[src/rtl/sd_sector_responder_if.sv]
// Sector-buffer bus between a backup-RAM requester and its responder.
//   sd_lba        : sector number requested
//   sd_rd / sd_wr : level requests (read image->buffer / write buffer->image)
//   sd_ack        : high for the whole transfer
//   sd_buff_addr  : byte index within the sector
//   sd_buff_dout  : read data towards the requester buffer
//   sd_buff_wr    : strobe writing sd_buff_dout at sd_buff_addr
//   sd_buff_din   : requester buffer data, registered one cycle after sd_buff_addr
// master = requester side, slave = responder side.
interface sd_sector_responder_if;
    logic [31:0] sd_lba;
    logic        sd_rd;
    logic        sd_wr;
    logic        sd_ack;
    logic [8:0]  sd_buff_addr;
    logic [7:0]  sd_buff_dout;
    logic        sd_buff_wr;
    logic [7:0]  sd_buff_din;

    modport master (
        output sd_lba, sd_rd, sd_wr, sd_buff_din,
        input  sd_ack, sd_buff_addr, sd_buff_dout, sd_buff_wr
    );

    modport slave (
        input  sd_lba, sd_rd, sd_wr, sd_buff_din,
        output sd_ack, sd_buff_addr, sd_buff_dout, sd_buff_wr
    );
endinterface

[src/rtl/sd_sector_responder.sv]
// Sector responder: services one 512-byte sector request at a time, moving
// bytes between the requester's sector buffer and a byte-wide image memory,
// and issues the image mount notification.
//
// Ports:
//   clk_sys, reset      : clock, asynchronous active-high reset
//   sd                  : sector-buffer bus (slave side)
//   mem_addr/rd/q/we/d  : image memory, {lba, byte index}; mem_q valid 1 cycle after mem_rd
//   mount/present/readonly : mount request and image attributes sampled with it
//   img_mounted/img_size/img_readonly : mount notification and latched attributes
//   busy                : responder not idle
//
// state   | meaning
// --------+-----------------------------------------------------------
// IDLE    | waiting for sd_rd/sd_wr; services a pending mount when quiet
// RD_XFER | cnt 0..511 issues memory reads, cnt 512 drains the last byte
// WR_XFER | cnt 0..511 presents buffer addresses, cnt 512 drains last write
// GAP     | ack low for two cycles (cnt counts 1 down to 0)
module sd_sector_responder #(
    parameter int LBA_W = 6
) (
    input  logic                  clk_sys,
    input  logic                  reset,
    sd_sector_responder_if.slave  sd,
    output logic [LBA_W+8:0]      mem_addr,
    output logic                  mem_rd,
    input  logic [7:0]            mem_q,
    output logic                  mem_we,
    output logic [7:0]            mem_d,
    input  logic                  mount,
    input  logic                  present,
    input  logic                  readonly,
    output logic                  img_mounted,
    output logic [63:0]           img_size,
    output logic                  img_readonly,
    output logic                  busy
);

    typedef enum logic [1:0] {IDLE, RD_XFER, WR_XFER, GAP} state_t;

    state_t           state, state_nxt;
    logic [9:0]       cnt, cnt_nxt;
    logic [LBA_W-1:0] lba_q;
    logic             lba_ok_q;
    logic [8:0]       addr_q;
    logic             rd_pipe_q, wr_pipe_q;
    logic             mount_pend_q, present_q, ro_pend_q;
    logic             accept, mount_svc, rd_issue, wr_issue;

    always_comb begin
        state_nxt = state;
        cnt_nxt   = cnt;
        accept    = 1'b0;
        mount_svc = 1'b0;
        case (state)
            IDLE: begin
                if (sd.sd_rd) begin
                    accept    = 1'b1;
                    state_nxt = RD_XFER;
                    cnt_nxt   = 10'd0;
                end else if (sd.sd_wr) begin
                    accept    = 1'b1;
                    state_nxt = WR_XFER;
                    cnt_nxt   = 10'd0;
                end else if (mount_pend_q) begin
                    mount_svc = 1'b1;
                end
            end
            RD_XFER, WR_XFER: begin
                if (cnt == 10'd512) begin
                    state_nxt = GAP;
                    cnt_nxt   = 10'd1;
                end else begin
                    cnt_nxt = cnt + 10'd1;
                end
            end
            GAP: begin
                if (cnt == 10'd0) state_nxt = IDLE;
                else              cnt_nxt   = cnt - 10'd1;
            end
            default: state_nxt = IDLE;
        endcase
    end

    // cnt[9] set only on the drain cycle (cnt == 512)
    assign rd_issue = (state == RD_XFER) && !cnt[9];
    assign wr_issue = (state == WR_XFER) && !cnt[9];

    always_ff @(posedge clk_sys or posedge reset) begin
        if (reset) begin
            state        <= IDLE;
            cnt          <= '0;
            lba_q        <= '0;
            lba_ok_q     <= 1'b0;
            addr_q       <= '0;
            rd_pipe_q    <= 1'b0;
            wr_pipe_q    <= 1'b0;
            mount_pend_q <= 1'b0;
            present_q    <= 1'b0;
            ro_pend_q    <= 1'b0;
            img_mounted  <= 1'b0;
            img_size     <= '0;
            img_readonly <= 1'b0;
        end else begin
            state     <= state_nxt;
            cnt       <= cnt_nxt;
            rd_pipe_q <= rd_issue;
            wr_pipe_q <= wr_issue;
            if (accept) begin
                lba_q    <= sd.sd_lba[LBA_W-1:0];
                lba_ok_q <= (sd.sd_lba >> LBA_W) == 32'd0;
            end
            // addr_q trails cnt by one cycle: buffer index for reads,
            // memory index for writes, and holds 511 afterwards
            if (rd_issue || wr_issue) addr_q <= cnt[8:0];
            img_mounted <= mount_svc;
            if (mount_svc) begin
                img_size     <= present_q ? (64'd512 << LBA_W) : 64'd0;
                img_readonly <= ro_pend_q;
                mount_pend_q <= 1'b0;
            end
            // a mount arriving while one is being serviced stays pending
            if (mount) begin
                mount_pend_q <= 1'b1;
                present_q    <= present;
                ro_pend_q    <= readonly;
            end
        end
    end

    assign sd.sd_ack       = (state == RD_XFER) || (state == WR_XFER);
    assign busy            = (state != IDLE);
    assign sd.sd_buff_wr   = rd_pipe_q;
    assign sd.sd_buff_addr = wr_issue ? cnt[8:0] : addr_q;
    assign sd.sd_buff_dout = rd_pipe_q ? (lba_ok_q ? mem_q : 8'hFF) : 8'h00;
    assign mem_rd          = rd_issue && lba_ok_q;
    assign mem_we          = wr_pipe_q && lba_ok_q && !img_readonly;
    assign mem_d           = wr_pipe_q ? sd.sd_buff_din : 8'h00;
    assign mem_addr        = rd_issue  ? {lba_q, cnt[8:0]} :
                             wr_pipe_q ? {lba_q, addr_q}   : '0;

endmodule

[src/flat_wrapper.sv]
// flat-port wrapper written by rule: the top's interface ports become plain ports
module sd_sector_responder_flat 
#(
    parameter int LBA_W = 6
)
  (clk_sys, reset, mem_addr, mem_rd, mem_q, mem_we, mem_d, mount, present, readonly, img_mounted, img_size, img_readonly, busy, sd_sd_lba, sd_sd_rd, sd_sd_wr, sd_sd_buff_din, sd_sd_ack, sd_sd_buff_addr, sd_sd_buff_dout, sd_sd_buff_wr);
  sd_sector_responder_if sd_i ();
  input  logic clk_sys;
  input  logic reset;
  output logic [LBA_W+8:0] mem_addr;
  output logic mem_rd;
  input  logic [7:0] mem_q;
  output logic mem_we;
  output logic [7:0] mem_d;
  input  logic mount;
  input  logic present;
  input  logic readonly;
  output logic img_mounted;
  output logic [63:0] img_size;
  output logic img_readonly;
  output logic busy;
  input wire logic [$bits(sd_i.sd_lba)-1:0] sd_sd_lba;
  input wire logic [$bits(sd_i.sd_rd)-1:0] sd_sd_rd;
  input wire logic [$bits(sd_i.sd_wr)-1:0] sd_sd_wr;
  input wire logic [$bits(sd_i.sd_buff_din)-1:0] sd_sd_buff_din;
  output wire logic [$bits(sd_i.sd_ack)-1:0] sd_sd_ack;
  output wire logic [$bits(sd_i.sd_buff_addr)-1:0] sd_sd_buff_addr;
  output wire logic [$bits(sd_i.sd_buff_dout)-1:0] sd_sd_buff_dout;
  output wire logic [$bits(sd_i.sd_buff_wr)-1:0] sd_sd_buff_wr;
  assign sd_i.sd_lba = sd_sd_lba;
  assign sd_i.sd_rd = sd_sd_rd;
  assign sd_i.sd_wr = sd_sd_wr;
  assign sd_i.sd_buff_din = sd_sd_buff_din;
  assign sd_sd_ack = sd_i.sd_ack;
  assign sd_sd_buff_addr = sd_i.sd_buff_addr;
  assign sd_sd_buff_dout = sd_i.sd_buff_dout;
  assign sd_sd_buff_wr = sd_i.sd_buff_wr;
  sd_sector_responder #(.LBA_W(LBA_W)) u_core (.clk_sys(clk_sys), .reset(reset), .sd(sd_i), .mem_addr(mem_addr), .mem_rd(mem_rd), .mem_q(mem_q), .mem_we(mem_we), .mem_d(mem_d), .mount(mount), .present(present), .readonly(readonly), .img_mounted(img_mounted), .img_size(img_size), .img_readonly(img_readonly), .busy(busy));
endmodule
[config.mk]
export PLATFORM = sky130hd
export DESIGN_NAME = sd_sector_responder_flat
export DESIGN_NICKNAME = d
export VERILOG_FILES = /design/src/rtl/sd_sector_responder_if.sv /design/src/rtl/sd_sector_responder.sv /design/src/flat_wrapper.sv
export SDC_FILE = /design/constraint.sdc
export NUM_CORES = 1
export LEC_CHECK = 0
export ABC_AREA = 1
export BUFFER_PORTS_ARGS = -buffer_cell sky130_fd_sc_hd__buf_2
export CORE_ASPECT_RATIO = 1.5
export CORE_MARGIN = 2
export CORE_UTILIZATION = 45
export CTS_CLUSTER_DIAMETER = 40
export DETAILED_ROUTE_END_ITERATION = 16
export GPL_TIMING_DRIVEN = 0
export MAX_ROUTING_LAYER = met4
export PLACE_DENSITY = 0.82
export SETUP_SLACK_MARGIN = 0.2
export SYNTH_ARGS = -nofsm -noshare
export SYNTH_HDL_FRONTEND = slang
export SYNTH_SLANG_ARGS = --single-unit
[constraint.sdc]
create_clock -name clk_sys -period 1.9 [get_ports clk_sys]
set_input_delay 0.095 -clock clk_sys [delete_from_list [all_inputs] [get_ports clk_sys]]
set_output_delay 0.095 -clock clk_sys [all_outputs]
set_load 0.005 [all_outputs]
==> out/metrics.csv <==
stage,metric,value,unit
finish,layout cells sized above 1,38.5,%
timing,max-slew violation count,0,
pwr,LEAKAGE,2.39,nW
run,max_cap viols,0,
timing,final hold slack,0.0103,ns
die,initial cell density of the core,46.8,%
die,Die Ht,103,µm
clock_network,clk sinks,36,
setup_path,critical path class,reg2out,
timing,"crit path setup slack, layout",0.259,ns
finish,Synth-to-Final Area Change,37.0,%
clock_network,Inserted Clock Buffers,5,
timing,Sum Neg Setup Slack,0,ns
synthesis,Cells after Synth,415,
global_routing,GRT met2 Usage,38.7,%
pwr,clock power share,10.3,%
timing,clk_skew,0.00212,ns
timing,crit share post-route,86.4,%
global_routing,first-pass GRT wire length,12.1,mm
synthesis,Netlist Area Pre-Place,2910,µm²
synthesis,synth warn,0,
global_routing,grt ovf,0,
placement,PortBufs,102,
clock_network,CTS tree,yes,
pwr,combinational share of power,65.1,%
timing,Max Clk Rate,609,MHz
synthesis,Yosys cell types,35,
finish,NumNets Final,658,
timing,final setup violation count,0,
synthesis,synthesized area per cell,7.02,µm²
global_routing,gr usage total,21.3,%
global_routing,initial antenna violation count,0,
detailed_routing,routed wire length,8.00,mm
synthesis,number of synthesized register bits,36,
detailed_routing,DRC,0,
detailed_routing,1st-iter DRT viols,151,
global_routing,met3 Usage GRT,4.11,%
setup_path,CP Launch Type,register,
die,core box area,6220,µm²
placement,pre-CTS setup slack,0.217,ns
detailed_routing,number of vias per cell,4.51,
setup_path,reg2reg setup slack,0.32,ns
global_routing,met1 usage,23.3,%
clock_network,Root Buffer,clkbuf_8,
global_routing,vias in the first global route,2717,
detailed_routing,WL/cell,11.9,µm
pwr,Pwr Density,1400,nW/µm²
min_path,Worst Hold Class,in2reg,
finish,number of diodes,0,
global_routing,largest net degree at the start of global routing,21,
setup_path,Crit Path Max Fanout,10,
timing,RSZ-0062 raised after global routing,yes,
pwr,switching share of power,48.2,%
detailed_routing,First-pass DRT Iterations,4,
placement,Final GP Congestion,0.938,
pwr,Max VDD drop,0.730,mV
timing,slew of the pin with the lowest slew margin,0.735,ns
setup_path,Critical Path Start,u_core.state[1],
die,Die W,69.7,µm
timing,Final Hold Fails,0,
die,Std-Cell Rows,35,
clock_network,clk slew on worst S/H paths,0.07,ns
setup_path,Worst Path Arrival,1.55,ns
finish,"most common cell after layout, fill and taps aside",buf_2,
timing,Period minus WS final,1.64,ns
clock_network,H-tree depth,2,
pwr,internal power,2.89,mW
placement,Final HPWL DP,6.43,mm
die,I/O pins,166,
setup_path,reg2reg start,u_core.cnt[0],
finish,"commonest cells after routing, fill and taps aside","buf_2 (106), nand2_1 (92), buf_4 (71)",
setup_path,WP data required,1.80,ns
timing,Rel. slew slack,51.0,%
pwr,net switching power,2.69,mW
clock_network,Clock Path Buffers,2,
pwr,overall power,5.59,mW
die,DIE AREA,7150,µm²
min_path,min-delay src,readonly,
clock_network,Clock Latency Late Sink,0.29,ns
run_status,outcome,"finished, final reports clean",
setup_path,CP Capture Type,output port,
synthesis,sequential share of the synthesized area,30.9,%
detailed_routing,Final ANT Viol Nets,0,
detailed_routing,via count,3033,
pwr,sequential power share,24.6,%
global_routing,global route hottest layer,met2,
power groups by stage:
| stage | sequential (mW) | clock [mW] | combinational, mW |
|---|---|---|---|
| CTS | 1.37 | 0.584 | 3.46 |
| global route | 1.41 | 0.628 | 4.07 |
| finish | 1.38 | 0.575 | 3.64 |
| global placement | 1.37 | 0 | 3.24 |
| floorplan | 1.33 | 0 | 2.33 |
| detailed placement | 1.39 | 0 | 3.31 |
final timing paths:
path / end / depth (start not counted)
max: mem_addr[3] / 6
min: u_core.ro_pend_q / 3
max reg2reg: u_core.cnt[7] / 9
min reg2reg: u_core.img_size[15] / 1
max in group asynchronous: u_core.addr_q[3] / 4
min in group asynchronous: u_core.img_readonly / 3
metrics by stage:
step / util [%] / cells / instance area [µm²]
floorplan: - / 477 / 3150
global placement: 60.3 / 653 / 3750
detailed placement: 60.7 / 654 / 3780
CTS: 63.2 / 666 / 3930
global route: 64.2 / 672 / 3990
finish: 64.2 / 672 / 3990
final cells by class:
cell class | instances | area, µm²
fillers | 567 | 2230
multi-input cells | 325 | 1560
flip-flops and latches | 36 | 903
repair buffers | 113 | 632
plain buffers | 73 | 551
inverters | 43 | 161
well taps | 74 | 92.6
clock buffers | 7 | 86.3
clock inverters | 1 | 7.51
cell usage after synthesis (all sizes together):
cell	number	area share, %
clkbuf	3	0.39
xnor2	2	0.60
dfrtp	36	31
nand2	101	14
clkinv	1	0.13
nor2	53	7.9
ha	6	2.6
o21bai	2	0.52
xor2	4	1.2
nand3	28	5.9
nor3	3	0.69
a21oi	10	1.7
buf	70	18
o22ai	1	0.21
nand4	2	0.43
or2	2	0.43
nor4	5	1.1
o21ai	40	7.0
conb	1	0.13
and3	1	0.21
inv	42	5.4
o21a	2	0.52
metal layers:
layer / up-vias / wire length (µm)
met5: - / 0
met4: 0 / 170
met3: 13 / 547
met2: 120 / 4260
met1: 1358 / 3020
li1: 1542 / -
critical path, cell delays in order (launching register included):
cell and delay (ns):
dfrtp_1 0.38, inv_1 0.08, ha_1 0.17, nand2_2 0.07, buf_2 0.19, o21ai_0 0.21, buf_2 0.15
registers in the layout, indices dropped and copies added (netlist names):
name                  flops
u_core.present_q          1
u_core.state              2
u_core.img_readonly       1
u_core.ro_pend_q          1
u_core.img_size           1
u_core.addr_q             9
u_core.sd.sd_buff_wr      1
u_core.cnt               10
u_core.img_mounted        1
u_core.wr_pipe_q          1
u_core.lba_ok_q           1
u_core.mount_pend_q       1
u_core.lba_q              6
what timing repair did:
action | 4_1_cts | 5_1_grt
endpoints found under the setup margin | 33 | 42
hold endpoints to repair | 16 | 0
cloned | 0 | 1
hold buffers | 1 | 0
resized for setup | 6 | 24
setup buffers | 3 | 5
pin swaps | 1 | 2
cells by family (layout without fill, tap and decap cells):
group	Yosys count	after routing	share of synthesized area [%]
other	1	63	0.129
buffers and inverters	116	237	23.9
and+or+nand+nor	195	195	30.7
AOI/OAI and AO/OA	55	55	9.97
xor gates and xnor gates	6	6	1.80
adders and majority gates	6	6	2.58
DFF	36	36	30.9
Power figures use the tool's default switching activity.
